## src/rtl/game_ctl.sv

```systemverilog
// rtl/game_ctl.sv - two-player game sequencer: start hold, scoring, winner screen timing
module game_ctl #(
    parameter int WIN_SCORE         = 3,
    parameter int SCORE_W           = 4,
    parameter int START_HOLD_FRAMES = 30,
    parameter int END_FRAMES        = 180
) (
    input  logic               clk,
    input  logic               rst,
    input  logic               frame_tick,
    input  logic               start_btn,
    input  logic               p1_point,
    input  logic               p2_point,
    output logic [1:0]         game_state,
    output logic               game_en,
    output logic               round_start,
    output logic [SCORE_W-1:0] p1_score,
    output logic [SCORE_W-1:0] p2_score
);

    // Encoding is shared with the draw modules; all four codes are real states.
    typedef enum logic [1:0] {
        START    = 2'b00,
        GAME     = 2'b01,
        PLAYER_2 = 2'b10,
        PLAYER_1 = 2'b11
    } state_t;

    localparam int MAX_FRAMES = (START_HOLD_FRAMES > END_FRAMES) ? START_HOLD_FRAMES : END_FRAMES;
    localparam int CNT_W      = $clog2(MAX_FRAMES + 1);

    localparam logic [CNT_W-1:0]   HOLD_LAST = CNT_W'(START_HOLD_FRAMES - 1);
    localparam logic [CNT_W-1:0]   END_LAST  = CNT_W'(END_FRAMES - 1);
    localparam logic [CNT_W-1:0]   CNT_ONE   = CNT_W'(1);
    localparam logic [SCORE_W-1:0] WIN       = SCORE_W'(WIN_SCORE);

    state_t             state_q, state_d;
    logic [CNT_W-1:0]   hold_cnt_q, hold_cnt_d;
    logic [CNT_W-1:0]   end_cnt_q, end_cnt_d;
    logic [SCORE_W-1:0] p1_score_q, p1_score_d;
    logic [SCORE_W-1:0] p2_score_q, p2_score_d;
    logic               round_start_q, round_start_d;
    logic               game_en_q, game_en_d;
    logic [SCORE_W-1:0] p1_inc;
    logic [SCORE_W-1:0] p2_inc;

    // Next-state, counter and score logic; outputs derive from the next state so they register cleanly.
    always_comb begin
        state_d       = state_q;
        hold_cnt_d    = hold_cnt_q;
        end_cnt_d     = end_cnt_q;
        p1_score_d    = p1_score_q;
        p2_score_d    = p2_score_q;
        round_start_d = 1'b0;
        p1_inc        = p1_score_q + {{(SCORE_W-1){1'b0}}, p1_point};
        p2_inc        = p2_score_q + {{(SCORE_W-1){1'b0}}, p2_point};

        case (state_q)
            START: begin
                p1_score_d = '0;
                p2_score_d = '0;
                end_cnt_d  = '0;
                if (!start_btn) begin
                    hold_cnt_d = '0;
                end else if (frame_tick) begin
                    if (hold_cnt_q == HOLD_LAST) begin
                        state_d       = GAME;
                        round_start_d = 1'b1;
                        hold_cnt_d    = '0;
                    end else begin
                        hold_cnt_d = hold_cnt_q + CNT_ONE;
                    end
                end
            end
            GAME: begin
                hold_cnt_d = '0;
                end_cnt_d  = '0;
                p1_score_d = p1_inc;
                p2_score_d = p2_inc;
                // Player 1 wins ties by fixed priority.
                if (p1_inc == WIN) begin
                    state_d = PLAYER_1;
                end else if (p2_inc == WIN) begin
                    state_d = PLAYER_2;
                end
            end
            PLAYER_1, PLAYER_2: begin
                // hold_cnt stays cleared so a held button must re-arm from zero in START.
                hold_cnt_d = '0;
                if (frame_tick) begin
                    if (end_cnt_q == END_LAST) begin
                        state_d    = START;
                        p1_score_d = '0;
                        p2_score_d = '0;
                        end_cnt_d  = '0;
                    end else begin
                        end_cnt_d = end_cnt_q + CNT_ONE;
                    end
                end
            end
            default: begin
                state_d = START;
            end
        endcase

        game_en_d = (state_d == GAME);
    end

    // State and output registers with synchronous reset.
    always_ff @(posedge clk) begin
        if (rst) begin
            state_q       <= START;
            hold_cnt_q    <= '0;
            end_cnt_q     <= '0;
            p1_score_q    <= '0;
            p2_score_q    <= '0;
            round_start_q <= 1'b0;
            game_en_q     <= 1'b0;
        end else begin
            state_q       <= state_d;
            hold_cnt_q    <= hold_cnt_d;
            end_cnt_q     <= end_cnt_d;
            p1_score_q    <= p1_score_d;
            p2_score_q    <= p2_score_d;
            round_start_q <= round_start_d;
            game_en_q     <= game_en_d;
        end
    end

    assign game_state  = state_q;
    assign game_en     = game_en_q;
    assign round_start = round_start_q;
    assign p1_score    = p1_score_q;
    assign p2_score    = p2_score_q;

endmodule

```

## config.mk

```make
export PLATFORM = sky130hd
export DESIGN_NAME = game_ctl
export DESIGN_NICKNAME = d
export VERILOG_FILES = /design/src/rtl/game_ctl.sv
export SDC_FILE = /design/constraint.sdc
export NUM_CORES = 1
export LEC_CHECK = 0
export ABC_AREA = 0
export ABC_CLOCK_PERIOD_IN_PS = 1800
export CAP_MARGIN = 15
export CELL_PAD_IN_SITES_DETAIL_PLACEMENT = 1
export CELL_PAD_IN_SITES_GLOBAL_PLACEMENT = 1
export CORE_ASPECT_RATIO = 2
export CORE_MARGIN = 3
export CORE_UTILIZATION = 30
export DETAILED_ROUTE_END_ITERATION = 10
export GPL_TIMING_DRIVEN = 0
export HOLD_SLACK_MARGIN = 0.05
export PLACE_DENSITY = 0.73
export SLEW_MARGIN = 20
export SYNTH_ARGS = -nofsm -noshare
export SYNTH_HDL_FRONTEND = slang
export SYNTH_SLANG_ARGS = --single-unit
```

## constraint.sdc

```tcl
create_clock -name clk -period 1.8 [get_ports clk]
set_input_delay 0.36 -clock clk [delete_from_list [all_inputs] [get_ports clk]]
set_output_delay 0.36 -clock clk [all_outputs]
set_load 0.02 [all_outputs]
```

# == Word-level counts from Yosys, hierarchy flattened ==
# Index checks and enable logic that the tools add are counted.
# totals
ff_bits,28
in_bits,6
out_inout_bits,12
elab_cells,51
# op_classes
n_addsub,4
eq_ne,11
n_mux,20
bitwise,3
reduce_logical,6
# op_table
op,count
$mux W8,5
$pmux W8 S2,2
$pmux W4 S3,2
$add A8 B1 Y8 const B,2
$mux W2,7
$add A4 B1 Y4,2
$eq A4 B2 Y1 const B,2
$eq A8 B5 Y1 const B,1
$eq A8 B8 Y1 const B,1
$mux W4,2
$pmux W2 S3,1
$eq A2 B1 Y1 const B,2
$eq A2 B2 Y1 const B,2
$ne A2 B2 Y1 const B,2
$reduce_or A2 Y1,2
$reduce_or A4 Y1,1
$ne A3 B3 Y1 const B,1
$not A1 Y1,3
$reduce_or A3 Y1,1
$logic_not A2 Y1,1
$reduce_and A2 Y1,1
$mux W1,1

# == Depth between registers and ports, before layout ==
# Gate-level depths: netlist (run 1).
# logic_depth
depth_word,6
mapped_depth,7
mapped_depth_nobuf,7

# == Worst setup path after synthesis (run 1) ==
# Ideal clock, no wire load.
# synth_path
path_type,reg-to-reg
start,reg p2_score_q[0] (netlist: p2_score[0])
end,reg state_q[0] (netlist: game_state[0])
setup_ps,143
arrival_ps,1683
required_ps,1657
path_slack_ps,-25
path_stages_with_launch,8
path_buffers,0
period_less_slack_ps,1825
cell_sequence,dfxtp_1 -> ha_1 -> ha_1 -> and2_1 -> a21oi_1 -> o22a_1 -> o31ai_1 -> o211ai_1
# synth_between
elab_chain_cells,5
# synth_rtl
element,line,text
"start, declared",41,"logic [SCORE_W-1:0] p2_score_q, p2_score_d;"
"start signal, assigned",124,p2_score_q <= p2_score_d;
$add A4 B1 Y4,56,"p2_inc = p2_score_q + {{(SCORE_W-1){1'b0}}, p2_point};"
$eq A4 B2 Y1,83,end else if (p2_inc == WIN) begin
$mux W2,83,
$mux W2,81,if (p1_inc == WIN) begin
$pmux W2 S3,58,case (state_q)
"end signal, assigned",120,state_q <= state_d;
"end, declared",37,"state_t state_q, state_d;"
# No other way between the ends.
# A chain may end at the register's enable or synchronous reset.

# == Worst setup path after layout (run 1) ==
# layout_path
start,in p1_point
end,reg game_en_q (netlist: game_en)
# layout_between
elab_chain_cells,5
# layout_rtl
element,line,text
"start, declared",12,"input logic p1_point,"
$add A4 B1 Y4,55,"p1_inc = p1_score_q + {{(SCORE_W-1){1'b0}}, p1_point};"
$eq A4 B2 Y1,81,
$mux W2,81,
$pmux W2 S3,58,
$eq A2 B1 Y1,106,game_en_d = (state_d == GAME);
"end signal, assigned",126,game_en_q <= game_en_d;
"end, declared",43,"logic game_en_q, game_en_d;"
# No other way between the ends.

==> out/qor.yml, run 1 <==
cap_violations: 0
power_density_mw_per_mm2: 581
leakagePower_nw: 0.689
ant_nets: 0
synth_seq_cells: 28
antenna_cells: 0
regToRegSetupSlack_ns: 0.09
dp_slack_ns: -0.581
synth_cell_type_count: 39
synth_ff_type: "dfxtp_1"
clkTransAtPathRegs_ns: 0.10
drc: 0
cts_hold_buf: 0
cts_root_buf: "clkbuf_8"
seq_area_frac_synth_pct: 39.8
netlist_area_sq_mm: 0.00141
drtIter0Drc: 13
place_hpwl_mm: 2.60
wl_mm: 3.59
cts_tree: "done"
crit_path_end_kind: "register"
path_delay_family: "compound AO/OA/AOI/OAI gates"
place_inst: 236
cp_max_fo: 4
overflow: 0
avgRoutedWirePerCell_microns: 14.9
status: "finished, final reports clean"
finalWeightedCongestion: 0.789
synthTopCellsByCount: "nor2_1, dfxtp_1, nand2_1, nand3_1, o21ai_0"
reg2reg_from: "p2_score[0]"
floorplan.initialDensity_pct: 31.8
relSlewSlack_pct: 67.6
htreeDepth: 1
power.total_w: 0.00106
hp-class: "primary input to register"
drive_gt1_share_pct: 14.4
grt_usage_pct: 14.8
avgSynthCellArea_sq_um: 8.43
synth_area_leader_cell: "dfxtp_1"
nFillCells: 540
via_per_inst: 5.30
slowest_stage: "clkdlybuf4s50_1"
hold_violations: 0
crit_buf_inv: 1
rows: 34
syn_to_final_growth_pct: 29.2
yosys.cell_count.top_type: "nor2_1"
clock.fmax_ghz: 0.570
arrival_ns: 1.92
synth_warnings: 0
fin_crit_ns: 1.75
num_vias: 1277
syn_nets: 180
rr_worst_depth: 7
cp.depth: 7
cts_buffers: 3
path_common_cell: "ha_4"
endpoint: "game_en"
worst_slew_pin_slew_ns: 0.486
die_y_microns: 103
fin_setup_tns_ns: 0
rsz0062_at_grt: "true"
critPathKind: "primary input to register"
core_sq_mm: 0.00442
startpoint_type: "primary input"
cp.required_ns: 1.97
setup_slack_ns: 0.0467
clockBufferDepth: 2
maxSlewViolCount: 0
min_period_over_period_pct: 97.4
r2r-end: "game_state[0]"
cp_cell_sequence: "clkdlybuf4s50_1 -> ha_4 -> ha_4 -> nand4_1 -> o22ai_2 -> a311oi_2 -> a2bb2oi_2"
critPathLaunch: "p1_point"
dr.pass1.iters: 4
nNetsFinal: 201
grt_max_degree: 16
io_buffers: 15
cpPeakStageDelay_ns: 0.45
syn-instance-count: 167
clock_sinks: 28
io_pins: 18
yosys-top-cells-area: "dfxtp_1, nor2_1, ha_1"
synth.top_cell.area_share_pct: 39.8
grt_pass1_vias: 1296
async_flop_share_pct: 0
post-route-util_pct: 41.1
synth_edf_count: 0
setup_viol: 0
antenna_found_initial: 0
finalNonFillerCells: 241
grt_pass1_wl_mm: 6.13
ir_drop_mv: 0.326
dieArea_sq_mm: 0.00560
die_x_microns: 54.4
finClkSkew_ns: 0.00412
worstSkewPairLatency_ns: 0.28
[metal layers]
metal | wire [microns] | vias to the layer above | GRT usage, %
met5 | 0 | - | 0
met4 | 99 | 0 | 7.10
met3 | 107 | 9 | 1.88
met2 | 2070 | 22 | 27.7
met1 | 1320 | 616 | 15.1
li1 | - | 630 | -
[cell usage in the layout (no fill, tap or decap), types with 5 or more instances in the layout]
| master | count |
|---|---|
| o21ai_0 | 8 |
| xor2_1 | 5 |
| xnor2_1 | 5 |
| nor2_1 | 31 |
| nand2_1 | 10 |
| a21oi_1 | 8 |
| clkdlybuf4s50_1 | 10 |
| dfxtp_1 | 26 |
| nand3_1 | 10 |
[worst register-to-register path: stages (launching register included)]
cell and delay (ns):
dfxtp_4 0.37, ha_4 0.16, ha_4 0.15, and2_1 0.17, a21oi_2 0.08, o22a_1 0.23, o31ai_4 0.29, o211ai_1 0.14
[sequential cells by signal, indices dropped and copies added (netlist names)]
| signal | cells |
|---|---|
| game_state | 2 |
| p1_score | 4 |
| end_cnt_q | 8 |
| p2_score | 4 |
| game_en | 1 |
| round_start | 1 |
| hold_cnt_q | 8 |
[worst min-delay path by stage]
stage / start / to / slack [ns] / depth (start not counted)
5_1_grt: rst / hold_cnt_q[0] / 0.46 / 2
2_1_floorplan: hold_cnt_q[7] / hold_cnt_q[7] / 0.45 / 2
3_3_place_gp: hold_cnt_q[7] / hold_cnt_q[7] / 0.48 / 2
3_5_place_dp: hold_cnt_q[7] / hold_cnt_q[7] / 0.49 / 2
6_report: rst / hold_cnt_q[1] / 0.43 / 2
4_1_cts: rst / hold_cnt_q[1] / 0.44 / 2
[cells by family (layout without fill, tap and decap cells)]
group | Yosys count | after routing | synth area share (%)
mux | 1 | 1 | 0.711
buf+inv | 6 | 26 | 1.60
fa+ha+maj | 7 | 7 | 6.22
simple gates | 82 | 82 | 30.1
compound gates | 32 | 32 | 14.7
flops | 28 | 28 | 39.8
xor+xnor | 11 | 11 | 6.84
[area by class of cell]
class / count / area, sq um / share of cell area, %
inverter: 3 / 11.3 / 0.619
buffer: 3 / 11.3 / 0.619
clock buffer: 4 / 55.1 / 3.03
timing repair buffer: 16 / 163 / 8.94
tap: 54 / 67.6 / 3.71
sequential: 28 / 566 / 31.1
multi-input combinational: 133 / 946 / 52.0
[stage by stage]
| stage | hold slack [ns] | instance area, sq um |
|---|---|---|
| 3_5_place_dp | 0.489 | 1630 |
| 3_3_place_gp | 0.481 | 1630 |
| 5_1_grt | 0.464 | 1820 |
| 4_1_cts | 0.443 | 1770 |
| 2_1_floorplan | 0.453 | 1410 |
| 6_report | 0.434 | 1820 |
[report_power, final]
group          switching (W)  leakage, nW  internal (W)
Sequential        0.00000197        0.227      0.000619
Clock               0.000198       0.0288      0.000196
Combinational      0.0000225        0.434     0.0000194
[timing repair]
| action | in CTS | in global routing |
|---|---|---|
| pin swaps | 3 | 6 |
| endpoints found under the hold margin | 0 | 0 |
| gates cloned | 0 | 0 |
| endpoints found under the setup margin | 7 | 16 |
| buffers inserted | 0 | 1 |
| resized for setup | 16 | 13 |
No activity file was read; power rests on OpenSTA's default activity.
==> inputs of run 2 (changes only) <==
- CAP_MARGIN: 15 -> default
- CORE_UTILIZATION: 30 -> 36
- CTS_CLUSTER_SIZE: default -> 14
- PLACE_DENSITY: 0.73 -> 0.83
==> out/qor.yml, run 2 (same netlist as run 1, synthesis figures left out) <==
status: "finished, final reports clean"
cp_max_fo: 5  # +1
regToRegSetupSlack_ns: 0.07  # -0.02 ns
grt_usage_pct: 17.5  # +2.7 points
cts_buffers: 3  # unchanged
grt_pass1_vias: 1419  # +9.5%
cap_violations: 0  # unchanged
relSlewSlack_pct: 56.3  # -11 points
htreeDepth: 1  # unchanged
drive_gt1_share_pct: 14.4  # -0.077 points
drc: 0  # unchanged
setup_viol: 0  # unchanged
reg2reg_from: "end_cnt_q[2]"
worst_slew_pin_slew_ns: 0.654  # +0.168 ns
power_frac_comb_pct: 4.4  # +0.4 points
cts_hold_buf: 0  # unchanged
ant_nets: 0  # unchanged
arrival_ns: 1.95  # +0.03 ns
final_area_sq_mm: 0.00181  # -0.55%
grt_max_degree: 15  # -1
hp-class: "primary input to register"
clkPwrFrac_pct: 34.1  # -3.2 points
crit_path_end_kind: "register"
seqPwrFrac_pct: 61.5  # +2.8 points
clockBufferDepth: 2  # unchanged
avgRoutedWirePerCell_microns: 16.2  # +8.9%
syn_to_final_growth_pct: 28.5
die_x_microns: 50.2  # -7.8%
multi_input_area_sq_um: 936  # -1.1%
dr.pass1.iters: 4  # unchanged
nNetsFinal: 203  # +1.0%
cts_tree: "done"
antenna_cells: 0  # unchanged
place_hpwl_mm: 2.71  # +4.1%
cp.required_ns: 2.02  # +0.05 ns
overflow: 0  # unchanged
fin_crit_ns: 1.73  # -0.0209 ns
reg_top3: "end_cnt_q: 8 flops, hold_cnt_q: 8 flops"
internal-power_w: 0.000791  # -5.2%
p_sw_w: 0.000223  # about the same
path_delay_family: "simple AND/OR/NAND/NOR gates"
clock_sinks: 28  # unchanged
finalWeightedCongestion: 0.784  # -0.71%
layout_commonest_cell: "nor2_1"
rr_worst_depth: 5  # -2
nFillCells: 437  # -19%
grt_pass1_wl_mm: 6.32  # +3.0%
holdWs_ns: 0.498  # +0.0637 ns
clkTransAtPathRegs_ns: 0.09  # about the same
endpoint: "game_en"
io_buffers: 15  # unchanged
seq_area_sq_um: 564  # -0.22%
rows: 31  # -8.8%
core_sq_mm: 0.00368  # -17%
drtIter0Drc: 13  # unchanged
cp_cell_sequence: "or4b_4 -> nor3_4 -> nor2b_1 -> a311oi_2 -> a2bb2oi_2"
worstSkewPairLatency_ns: 0.28  # about the same
power.total_w: 0.00101  # -4.1%
num_vias: 1313  # +2.8%
cpPeakStageDelay_ns: 0.58  # +0.13 ns
r2r-end: "game_en"
die_y_microns: 94.4  # -8.2%
finClkSkew_ns: 0.00121  # -0.00291 ns
cts_root_buf: "clkbuf_8"
maxSlewViolCount: 0  # unchanged
clock.fmax_ghz: 0.577  # +1.2%
critPathKind: "register to register"
antenna_found_initial: 0  # unchanged
power_density_mw_per_mm2: 560  # -3.6%
crit_buf_inv: 0  # -1
dieArea_sq_mm: 0.00474  # -15%
ir_drop_mv: 0.355  # +8.7%
wl_mm: 3.84  # +7.1%
io_pins: 18  # unchanged
floorplan.initialDensity_pct: 38.2  # +6.4 points
rsz0062_at_grt: "true"
startpoint_type: "register"
min_period_over_period_pct: 96.2  # -1.2 points
critPathLaunch: "end_cnt_q[2]"
place_area_sq_mm: 0.00162  # -0.38%
hold_violations: 0  # unchanged
p_sw_share_pct: 22.0  # +0.91 points
cp.depth: 5  # -2
leakagePower_nw: 0.713  # +3.4%
via_per_inst: 5.54  # +4.6%
slowest_stage: "or4b_4"
final_cell_mix: "nor2_1, dfxtp_1, nand3_1, nand2_1, clkdlybuf4s50_1"
==> run 2: cell count changes in the layout (fill, tap and decap cells not counted), moves of 2 or more <==
cell / delta
buf_4: +2
dfxtp_2: +2
dlymetal6s2s_1: +2
nor2_1: +2
nor2_2: -2
==> run 2: worst min path at each step <==
stage / depth (start not counted) / to / slack (ns) / start
2_1_floorplan: 2 / hold_cnt_q[7] / 0.45 / hold_cnt_q[7]
3_3_place_gp: 2 / hold_cnt_q[7] / 0.47 / hold_cnt_q[7]
6_report: 2 / end_cnt_q[7] / 0.50 / rst
4_1_cts: 2 / end_cnt_q[7] / 0.48 / rst
5_1_grt: 2 / hold_cnt_q[0] / 0.52 / rst
3_5_place_dp: 2 / p2_score[0] / 0.49 / p2_score[0]
==> run 2: power groups by stage <==
stage / registers [W] / clock network (W) / logic [W]
detailed placement: 0.000637 / 0 / 0.0000362
floorplan: 0.000636 / 0 / 0.0000216
global route: 0.000623 / 0.000367 / 0.0000487
global placement: 0.000637 / 0 / 0.0000341
finish: 0.000623 / 0.000346 / 0.0000448
CTS: 0.000623 / 0.000351 / 0.0000423
==> run 2: cell type report <==
class | count | share of cell area [%]
sequential | 28 | 31.2
multi-input combinational | 133 | 51.7
inverter | 3 | 0.622
tap | 49 | 3.39
timing repair buffer | 18 | 10.2
buffer | 3 | 0.622
clock buffer | 3 | 2.28
==> run 2: worst reg2reg max path, stage by stage (launching register included) <==
cell and delay [ns]:
dfxtp_1 0.36, or4b_4 0.58, nor3_4 0.23, nor2b_1 0.09, a311oi_2 0.26, a2bb2oi_2 0.16
==> run 2: layer usage <==
metal	part of all wire (%)	track usage, %
met5	0	0
met4	6.4	14.3
met3	3.3	2.84
met2	54	31.3
met1	36	17.0
==> run 2: per-stage QoR <==
| stage | utilization (%) | cells | worst slack (ns) | setup TNS, ns |
|---|---|---|---|---|
| 2_1_floorplan | - | 167 | 0.00528 | 0 |
| 3_3_place_gp | 44.0 | 231 | -0.461 | -2.18 |
| 3_5_place_dp | 44.0 | 231 | -0.523 | -3.00 |
| 4_1_cts | 47.8 | 236 | 0.00498 | 0 |
| 5_1_grt | 49.1 | 237 | -0.0148 | -0.0409 |
| 6_report | 49.1 | 237 | 0.0676 | 0 |
==> run 2: timing repair <==
action / in CTS / in global routing
pin swaps: 5 / 7
hold endpoints to repair: 0 / 0
setup buffers: 2 / 1
gates cloned: 0 / 0
resized for setup: 15 / 12
endpoints found under the setup margin: 10 / 16
